### src/rtl/if_stage_pkg.sv
// Shared constants and types for the instruction-fetch stage.
// The address-range check is built only when IF_ADDR_CHECK_EN is defined.
package if_stage_pkg;

  localparam logic [31:0] PcReset = 32'h0000_3000;
  localparam logic [31:0] TextLo  = 32'h0000_3000;
  localparam logic [31:0] TextHi  = 32'h0000_6FFC;
  localparam logic [31:0] Nop     = 32'h0000_0000;

  typedef enum logic [1:0] {
    StFetch = 2'd0,
    StWait  = 2'd1,
    StHold  = 2'd2
  } state_e;

  // True when pc is word-aligned and inside the text segment.
  function automatic logic addr_ok(input logic [31:0] pc);
    return (pc[1:0] == 2'b00) && (pc >= TextLo) && (pc <= TextHi);
  endfunction

endpackage

### src/rtl/if_stage_if.sv
// Instruction-memory request/response bundle between the fetch stage and memory.
interface if_stage_if;
  logic        imem_req;
  logic [31:0] imem_addr;
  logic [31:0] imem_rdata;
  logic        imem_ready;

  modport master (
    output imem_req,
    output imem_addr,
    input  imem_rdata,
    input  imem_ready
  );

  modport slave (
    input  imem_req,
    input  imem_addr,
    output imem_rdata,
    output imem_ready
  );
endinterface

### src/rtl/if_stage_pc_reg.sv
// Fetch PC register: async reset to the boot address, enable, and npc/target select.
module if_stage_pc_reg
  import if_stage_pkg::*;
(
  input  logic        clk_i,
  input  logic        reset_i,
  input  logic        en_i,
  input  logic        sel_target_i,
  input  logic [31:0] npc_i,
  input  logic [31:0] target_i,
  output logic [31:0] pc_o
);

  logic [31:0] pc_d, pc_q;

  always_comb begin
    pc_d = sel_target_i ? target_i : npc_i;
  end

  always_ff @(posedge clk_i or posedge reset_i) begin
    if (reset_i) begin
      pc_q <= PcReset;
    end else if (en_i) begin
      pc_q <= pc_d;
    end
  end

  assign pc_o = pc_q;

endmodule

### src/rtl/if_stage.sv
// Instruction-fetch stage: fetch FSM, IF/ID pipeline register and PC register.
// Optional fetch-address checking is enabled by defining IF_ADDR_CHECK_EN.
module if_stage
  import if_stage_pkg::*;
(
  input  logic              clk,
  input  logic              reset,
  input  logic [31:0]       npc,
  input  logic              stall,
  if_stage_if.master        imem,
  output logic [31:0]       pcIF,
  output logic [31:0]       pcID,
  output logic [31:0]       instrID,
  output logic              validID,
  output logic              excID
);

  state_e      state_d, state_q;
  logic [31:0] target_d, target_q;
  logic [31:0] buf_d, buf_q;
  logic [31:0] pcid_q, instr_q;
  logic        valid_q, exc_q;

  logic        pc_en, pc_sel_target;
  logic        id_load;
  logic [31:0] id_pc, id_instr;
  logic        id_valid, id_exc;
  logic        req;
  logic        addr_err;

`ifdef IF_ADDR_CHECK_EN
  assign addr_err = ~addr_ok(pcIF);
`else
  assign addr_err = 1'b0;
`endif

  if_stage_pc_reg u_pc_reg (
    .clk_i        (clk),
    .reset_i      (reset),
    .en_i         (pc_en),
    .sel_target_i (pc_sel_target),
    .npc_i        (npc),
    .target_i     (target_q),
    .pc_o         (pcIF)
  );

  always_comb begin
    state_d       = state_q;
    target_d      = target_q;
    buf_d         = buf_q;
    pc_en         = 1'b0;
    pc_sel_target = 1'b0;
    id_load       = 1'b0;
    id_pc         = pcIF;
    id_instr      = imem.imem_rdata;
    id_valid      = 1'b1;
    id_exc        = 1'b0;
    req           = 1'b0;

    unique case (state_q)
      StFetch: begin
        req = ~addr_err;
        if (!stall) begin
          if (addr_err) begin
            id_load  = 1'b1;
            id_instr = Nop;
            id_exc   = 1'b1;
            pc_en    = 1'b1;
          end else if (imem.imem_ready) begin
            id_load = 1'b1;
            pc_en   = 1'b1;
          end else begin
            // Latch npc now: the redirect from the instruction leaving ID is gone next cycle.
            target_d = npc;
            id_load  = 1'b1;
            id_pc    = pcid_q;
            id_instr = Nop;
            id_valid = 1'b0;
            state_d  = StWait;
          end
        end
      end
      StWait: begin
        req = 1'b1;
        if (imem.imem_ready) begin
          if (!stall) begin
            id_load       = 1'b1;
            pc_en         = 1'b1;
            pc_sel_target = 1'b1;
            state_d       = StFetch;
          end else begin
            buf_d   = imem.imem_rdata;
            state_d = StHold;
          end
        end
      end
      StHold: begin
        if (!stall) begin
          id_load       = 1'b1;
          id_instr      = buf_q;
          pc_en         = 1'b1;
          pc_sel_target = 1'b1;
          state_d       = StFetch;
        end
      end
      default: state_d = StFetch;
    endcase
  end

  always_ff @(posedge clk or posedge reset) begin
    if (reset) begin
      state_q  <= StFetch;
      target_q <= '0;
      buf_q    <= '0;
    end else begin
      state_q  <= state_d;
      target_q <= target_d;
      buf_q    <= buf_d;
    end
  end

  always_ff @(posedge clk or posedge reset) begin
    if (reset) begin
      pcid_q  <= PcReset;
      instr_q <= Nop;
      valid_q <= 1'b0;
      exc_q   <= 1'b0;
    end else if (id_load) begin
      pcid_q  <= id_pc;
      instr_q <= id_instr;
      valid_q <= id_valid;
      exc_q   <= id_exc;
    end
  end

  // Gate with reset so no request leaks out while the stage is being cleared.
  assign imem.imem_req  = req & ~reset;
  assign imem.imem_addr = pcIF;
  assign pcID           = pcid_q;
  assign instrID        = instr_q;
  assign validID        = valid_q;
  assign excID          = exc_q;

endmodule

### src/flat_wrapper.sv
// flat-port wrapper written by rule: the top's interface ports become plain ports
module if_stage_flat import if_stage_pkg::*;
  (clk, reset, npc, stall, pcIF, pcID, instrID, validID, excID, imem_imem_req, imem_imem_addr, imem_imem_rdata, imem_imem_ready);
  if_stage_if imem_i ();
  input  logic clk;
  input  logic reset;
  input  logic [31:0] npc;
  input  logic stall;
  output logic [31:0] pcIF;
  output logic [31:0] pcID;
  output logic [31:0] instrID;
  output logic validID;
  output logic excID;
  output wire logic [$bits(imem_i.imem_req)-1:0] imem_imem_req;
  output wire logic [$bits(imem_i.imem_addr)-1:0] imem_imem_addr;
  input wire logic [$bits(imem_i.imem_rdata)-1:0] imem_imem_rdata;
  input wire logic [$bits(imem_i.imem_ready)-1:0] imem_imem_ready;
  assign imem_imem_req = imem_i.imem_req;
  assign imem_imem_addr = imem_i.imem_addr;
  assign imem_i.imem_rdata = imem_imem_rdata;
  assign imem_i.imem_ready = imem_imem_ready;
  if_stage u_core (.clk(clk), .reset(reset), .npc(npc), .stall(stall), .imem(imem_i), .pcIF(pcIF), .pcID(pcID), .instrID(instrID), .validID(validID), .excID(excID));
endmodule
### config.mk
export PLATFORM = sky130hd
export DESIGN_NAME = if_stage_flat
export DESIGN_NICKNAME = d
export VERILOG_FILES = /design/src/rtl/if_stage_pkg.sv /design/src/rtl/if_stage_if.sv /design/src/rtl/if_stage_pc_reg.sv /design/src/rtl/if_stage.sv /design/src/flat_wrapper.sv
export SDC_FILE = /design/constraint.sdc
export NUM_CORES = 1
export LEC_CHECK = 0
export CORE_AREA = 3 3 119 121
export CTS_BUF_LIST = sky130_fd_sc_hd__clkbuf_2
export DETAILED_ROUTE_END_ITERATION = 8
export DIE_AREA = 0 0 122 124
export PLACE_DENSITY = 0.95
export REMOVE_ABC_BUFFERS = 1
export SLEW_MARGIN = 5
export SYNTH_ARGS = -nofsm -noshare
export SYNTH_HDL_FRONTEND = slang
export SYNTH_SLANG_ARGS = --single-unit
export TNS_END_PERCENT = 10
### constraint.sdc
create_clock -name clk -period 8.5 [get_ports clk]
set_input_delay 1.7 -clock clk [delete_from_list [all_inputs] [get_ports clk]]
set_output_delay 1.7 -clock clk [all_outputs]
set_load 0.01 [all_outputs]
=== Yosys cells after proc, flatten, opt, wreduce, memory -nomap -nowiden ===
Index checks and enable logic that the tools add are counted.

* Output and inout port bits: 131
* Register bits after elaboration: 163
* Word-level logic and storage cells: 49

* Multiplexer cells: 24
* Reductions and logical operators: 7
* Bitwise operators: 4
* Equal/unequal tests: 7

{| class="wikitable"
|+ Operators by type and width
! operator !! count
|-
| $mux 32 || 7
|-
| $pmux 32 s2 || 1
|-
| $mux 2 || 5
|-
| $ne 2x2->1 const B || 4
|-
| $mux 1 || 7
|-
| $pmux 2 s3 || 1
|-
| $pmux 1 s2 || 2
|-
| $reduce_and 2->1 || 2
|-
| $reduce_and 4->1 || 1
|-
| $reduce_or 2->1 || 2
|-
| $ne 3x3->1 const B || 1
|-
| $not 1->1 || 3
|-
| $pmux 1 s3 || 1
|-
| $reduce_and 3->1 || 1
|-
| $eq 2x1->1 const B || 1
|-
| $eq 2x2->1 const B || 1
|-
| $logic_not 2->1 || 1
|-
| $and 1x1->1 || 1
|}

=== Logic depth before layout (Yosys ltp) ===
* Word-level depth: 4
* Mapped depth: 8
* Gate-level depth less buffers: 6

=== Cells and area by module ===
From an unflattened synthesis, not the netlist that was laid out.

* Cells, all modules: 555
* Area, all modules: 7,020.5 um^2

{| class="wikitable"
|+ Modules (own cells, without submodules)
! module !! cells an instance !! instances !! area each (um^2)
|-
| if_stage || 415 || 1 || 5,506.5
|-
| if_stage_pc_reg || 140 || 1 || 1,514.0
|}

=== Worst setup path after synthesis ===
No wires, ideal clock.

* Path kind: input -> output
* Start: in reset
* End: out imem_imem_req
* Stages: 1
* Data required time: 6.800 ns
* Data arrival time: 1.869 ns
* Path slack: 4.931 ns
* Cell sequence: nor2_1

* Word-level cells in the longest chain between the ends: 2

{| class="wikitable"
|+ RTL lines
! item !! line !! RTL
|-
| from (decl) || flat_wrapper.sv:6 || <nowiki>input logic reset;</nowiki>
|-
| $not 1->1 || if_stage.sv:137 || <nowiki>assign imem.imem_req = req & ~reset;</nowiki>
|-
| $and 1x1->1 || if_stage.sv:137 ||
|-
| to (decl) || flat_wrapper.sv:14 || <nowiki>output wire logic [$bits(imem_i.imem_req)-1:0] imem_imem_req;</nowiki>
|}

No other way between the ends.

=== Worst setup path after layout ===
Same ends and word-level chain as after synthesis.

==> results.md <==
* Slowest-stage cell, CP: clkdlybuf4s50_1
* First-pass GRT wire length at 25.0 mm
* # rows at 42
* Status: finished clean
* CTS Buf Count at 17
* Final HPWL from detailed placement at 11.1 mm
* N_diodes at 0
* Area Growth Syn to Fin at 29.5%
* Largest net degree at the start of global routing at 84
* Hold buffers post-CTS at 0
* Vias per cell at 5.39
* Lkg Pwr at 3.77 nW
* Placed cell area at 8790 um^2
* Commonest cells after routing, fill and taps aside: 197 x clkdlybuf4s50_1, 159 x dfrtp_1, 92 x mux2_2
* CP startpoint kind: input port
* Crit path arrival time at ~2900 ps
* FF-to-FF path depth at 6
* Crit path top cell by count: clkdlybuf4s50_1
* Routed via count at around 4.8k
* DRT iter0 DRCs at 326
* Clk Tree Root Cell: clkbuf_2
* Post-CTS resize count at 0
* GRT Total Usage at 0.214
* Area share of the largest cell type after synthesis at 0.572
* Gp weighted congestion at 0.836
* Synth Warn # at 0
* Reg-to-Reg End: u_core.instrID[5]
* Worst slack, placed at 3930 ps
* Hold Crit Depth at 1
* Final setup fails at 0
* Library cells used by synthesis at 31
* Vias in the first global route at 5015
* Final Max Slew Viols at 0
* Reg-to-reg startpoint: u_core.state_q[0]
* Critical-path cell list: clkdlybuf4s50_1, nor2_1, clkdlybuf4s50_1
* Critical Path End Type: primary output
* Cell Pwr Density at between 300 and 400 nW/um^2
* Max FO, Critical Path at 2
* Highest Clock Rate at approximately 0.22 GHz
* Clock buffer depth at 2
* WL per Instance at 17.9 um
* WP buf/inv at 2
* Number of synthesized register bits at roughly 160
* DRC at 0
* Worst path max stage delay at 540 ps
* Sum Neg Setup Slack at 0 ps
* Max-cap violations at 0
* Post-synthesis sequential area ratio at 0.587
* Synth async-reset ratio at 1.00
* Final Cell Area at about 9000 um^2
* Hold Path Class: flip-flop to flip-flop
* Tcrit/Tclk final at 0.536
* Core area at around 13000 um^2
* Minimum clock period at 4550 ps
* GR Overflow Total at 0
* Sink Count at 163
* Antenna violations before repair at 0
* Largest area contributor in the netlist: dfrtp_1
* Setup slack, reg-to-reg at 5880 ps
* Main synth FF type: dfrtp_1
* Mapped cell area at 6960 um^2
* Worst EP required at 6800 ps
* Later-pin clock latency in the skew report at between 600 and 700 ps
* I/O Pins at between 150 and 200
* Post-synth EDFFs at 0
* H-tree depth at 4
* Commonest non-fill, non-tap cell in the layout: clkdlybuf4s50_1
* Synth Area per Inst at approximately 13 um^2
* Die ar. at 15100 um^2
* Number of nets with antenna violations after routing at 0
* Final Hold Fails at 0
* Final net count at between 700 and 800
* # Post-CTS Setup Buffers at 0
* Synth area leaders: dfrtp_1 57%, mux2_2 15%, mux2i_1 4.6%
* Final setup margin at ~4000 ps
* Worst-Margin Slew at 1150 ps
* Die width at 122 um
* Hold_sp: u_core.target_q[0]
* Worst Skew at 26.1 ps
* CP delay by family, top: buffers and inverters
* Port Buffer Count at ~200
* Crit Path Class: input port to primary output
* TritonRoute pass-1 iters at 5
* Max rail drop VDD at 0.226 mV
* Die span in y at 124 um
* Layout cells sized above 1 at 0.189
* Clk slew on worst S/H paths at 180 ps
* Routed wire length at between 15 and 20 mm
* Critical path launch point: reset
* RSZ-0062 raised after global routing: no
* Hold EP: u_core.target_q[0]
* Synth Instances at ~550
* Slew HR at 0.228
* CTS tree: yes
* Initial Util at 0.528
-- layer usage --
metal / vias to the layer above / global-route usage / routed length (um)
met5: - / 0 / 0
met4: 0 / 0.0868 / 289
met3: 24 / 0.0754 / 1420
met2: 210 / 0.348 / 7690
met1: 2381 / 0.263 / 6570
li1: 2205 / - / -
-- through the flow --
step	hold slack (ps)	total power, mW	cells	utilization
floorplan	458	2.03	485	-
global placement	461	2.75	865	0.667
detailed placement	476	2.84	865	0.667
CTS	520	3.24	894	0.683
global route	532	3.42	894	0.683
finish	517	3.21	894	0.683
-- logic make-up (layout without fill, tap and decap cells) --
| family | after synthesis | in the layout | synth area share |
|---|---|---|---|
| adders and majority gates | 4 | 4 | 0.00719 |
| DFF | 163 | 163 | 0.587 |
| other | 1 | 1 | 0.000539 |
| buffers and inverters | 71 | 237 | 0.0667 |
| muxes | 128 | 128 | 0.201 |
| AOI/OAI and AO/OA | 108 | 108 | 0.0911 |
| and+or+nand+nor | 77 | 77 | 0.0464 |
-- worst max path at each step --
| stage | slack (ps) | depth (start not counted) | to |
|---|---|---|---|
| after floorplan | 2400 | 1 | u_core.buf_q[0] |
| after global placement | 3930 | 3 | imem_imem_req |
| after detailed placement | 3930 | 3 | imem_imem_req |
| after CTS | 3930 | 3 | imem_imem_req |
| after global routing | 3880 | 3 | imem_imem_req |
| final | 3950 | 3 | imem_imem_req |
-- where the power goes --
| group | internal (mW) | leakage (nW) | switching, mW |
|---|---|---|---|
| clock | 0.158 | 0.140 | 0.238 |
| combinational | 0.817 | 1.64 | 0.599 |
| sequential | 1.15 | 1.99 | 0.252 |
-- flip-flops by register name (all words and copies together) (netlist names) --
register / cells
u_core.u_pc_reg.pc_o: 32
u_core.validID: 1
u_core.instrID: 32
u_core.pcID: 32
u_core.target_q: 32
u_core.buf_q: 32
u_core.state_q: 2
-- worst reg2reg max path: stages (launching register included) --
cell,delay [ps]
dfrtp_1,430
inv_1,90
ha_1,300
or2_2,380
nand2_1,850
a22oi_1,250
o21ai_0,240
-- synthesized netlist by cell type, drive strengths merged, types with 4 or more instances --
library cell / n
inv: 4
mux2: 96
a22oi: 32
nand2: 66
dfstp: 4
mux2i: 32
o21ai: 68
dfrtp: 159
clkbuf: 12
buf: 55
ha: 4
a21oi: 4
-- area by class of cell --
type / count / area, um^2
timing repair buffer: 204 / 2020
multi-input combinational: 318 / 2450
tap: 176 / 220
inverter: 4 / 20.0
sequential: 163 / 4080
clock buffer: 20 / 100
clock inverter: 9 / 115
fill: 904 / 4180
(Power assumes the default switching activity.)
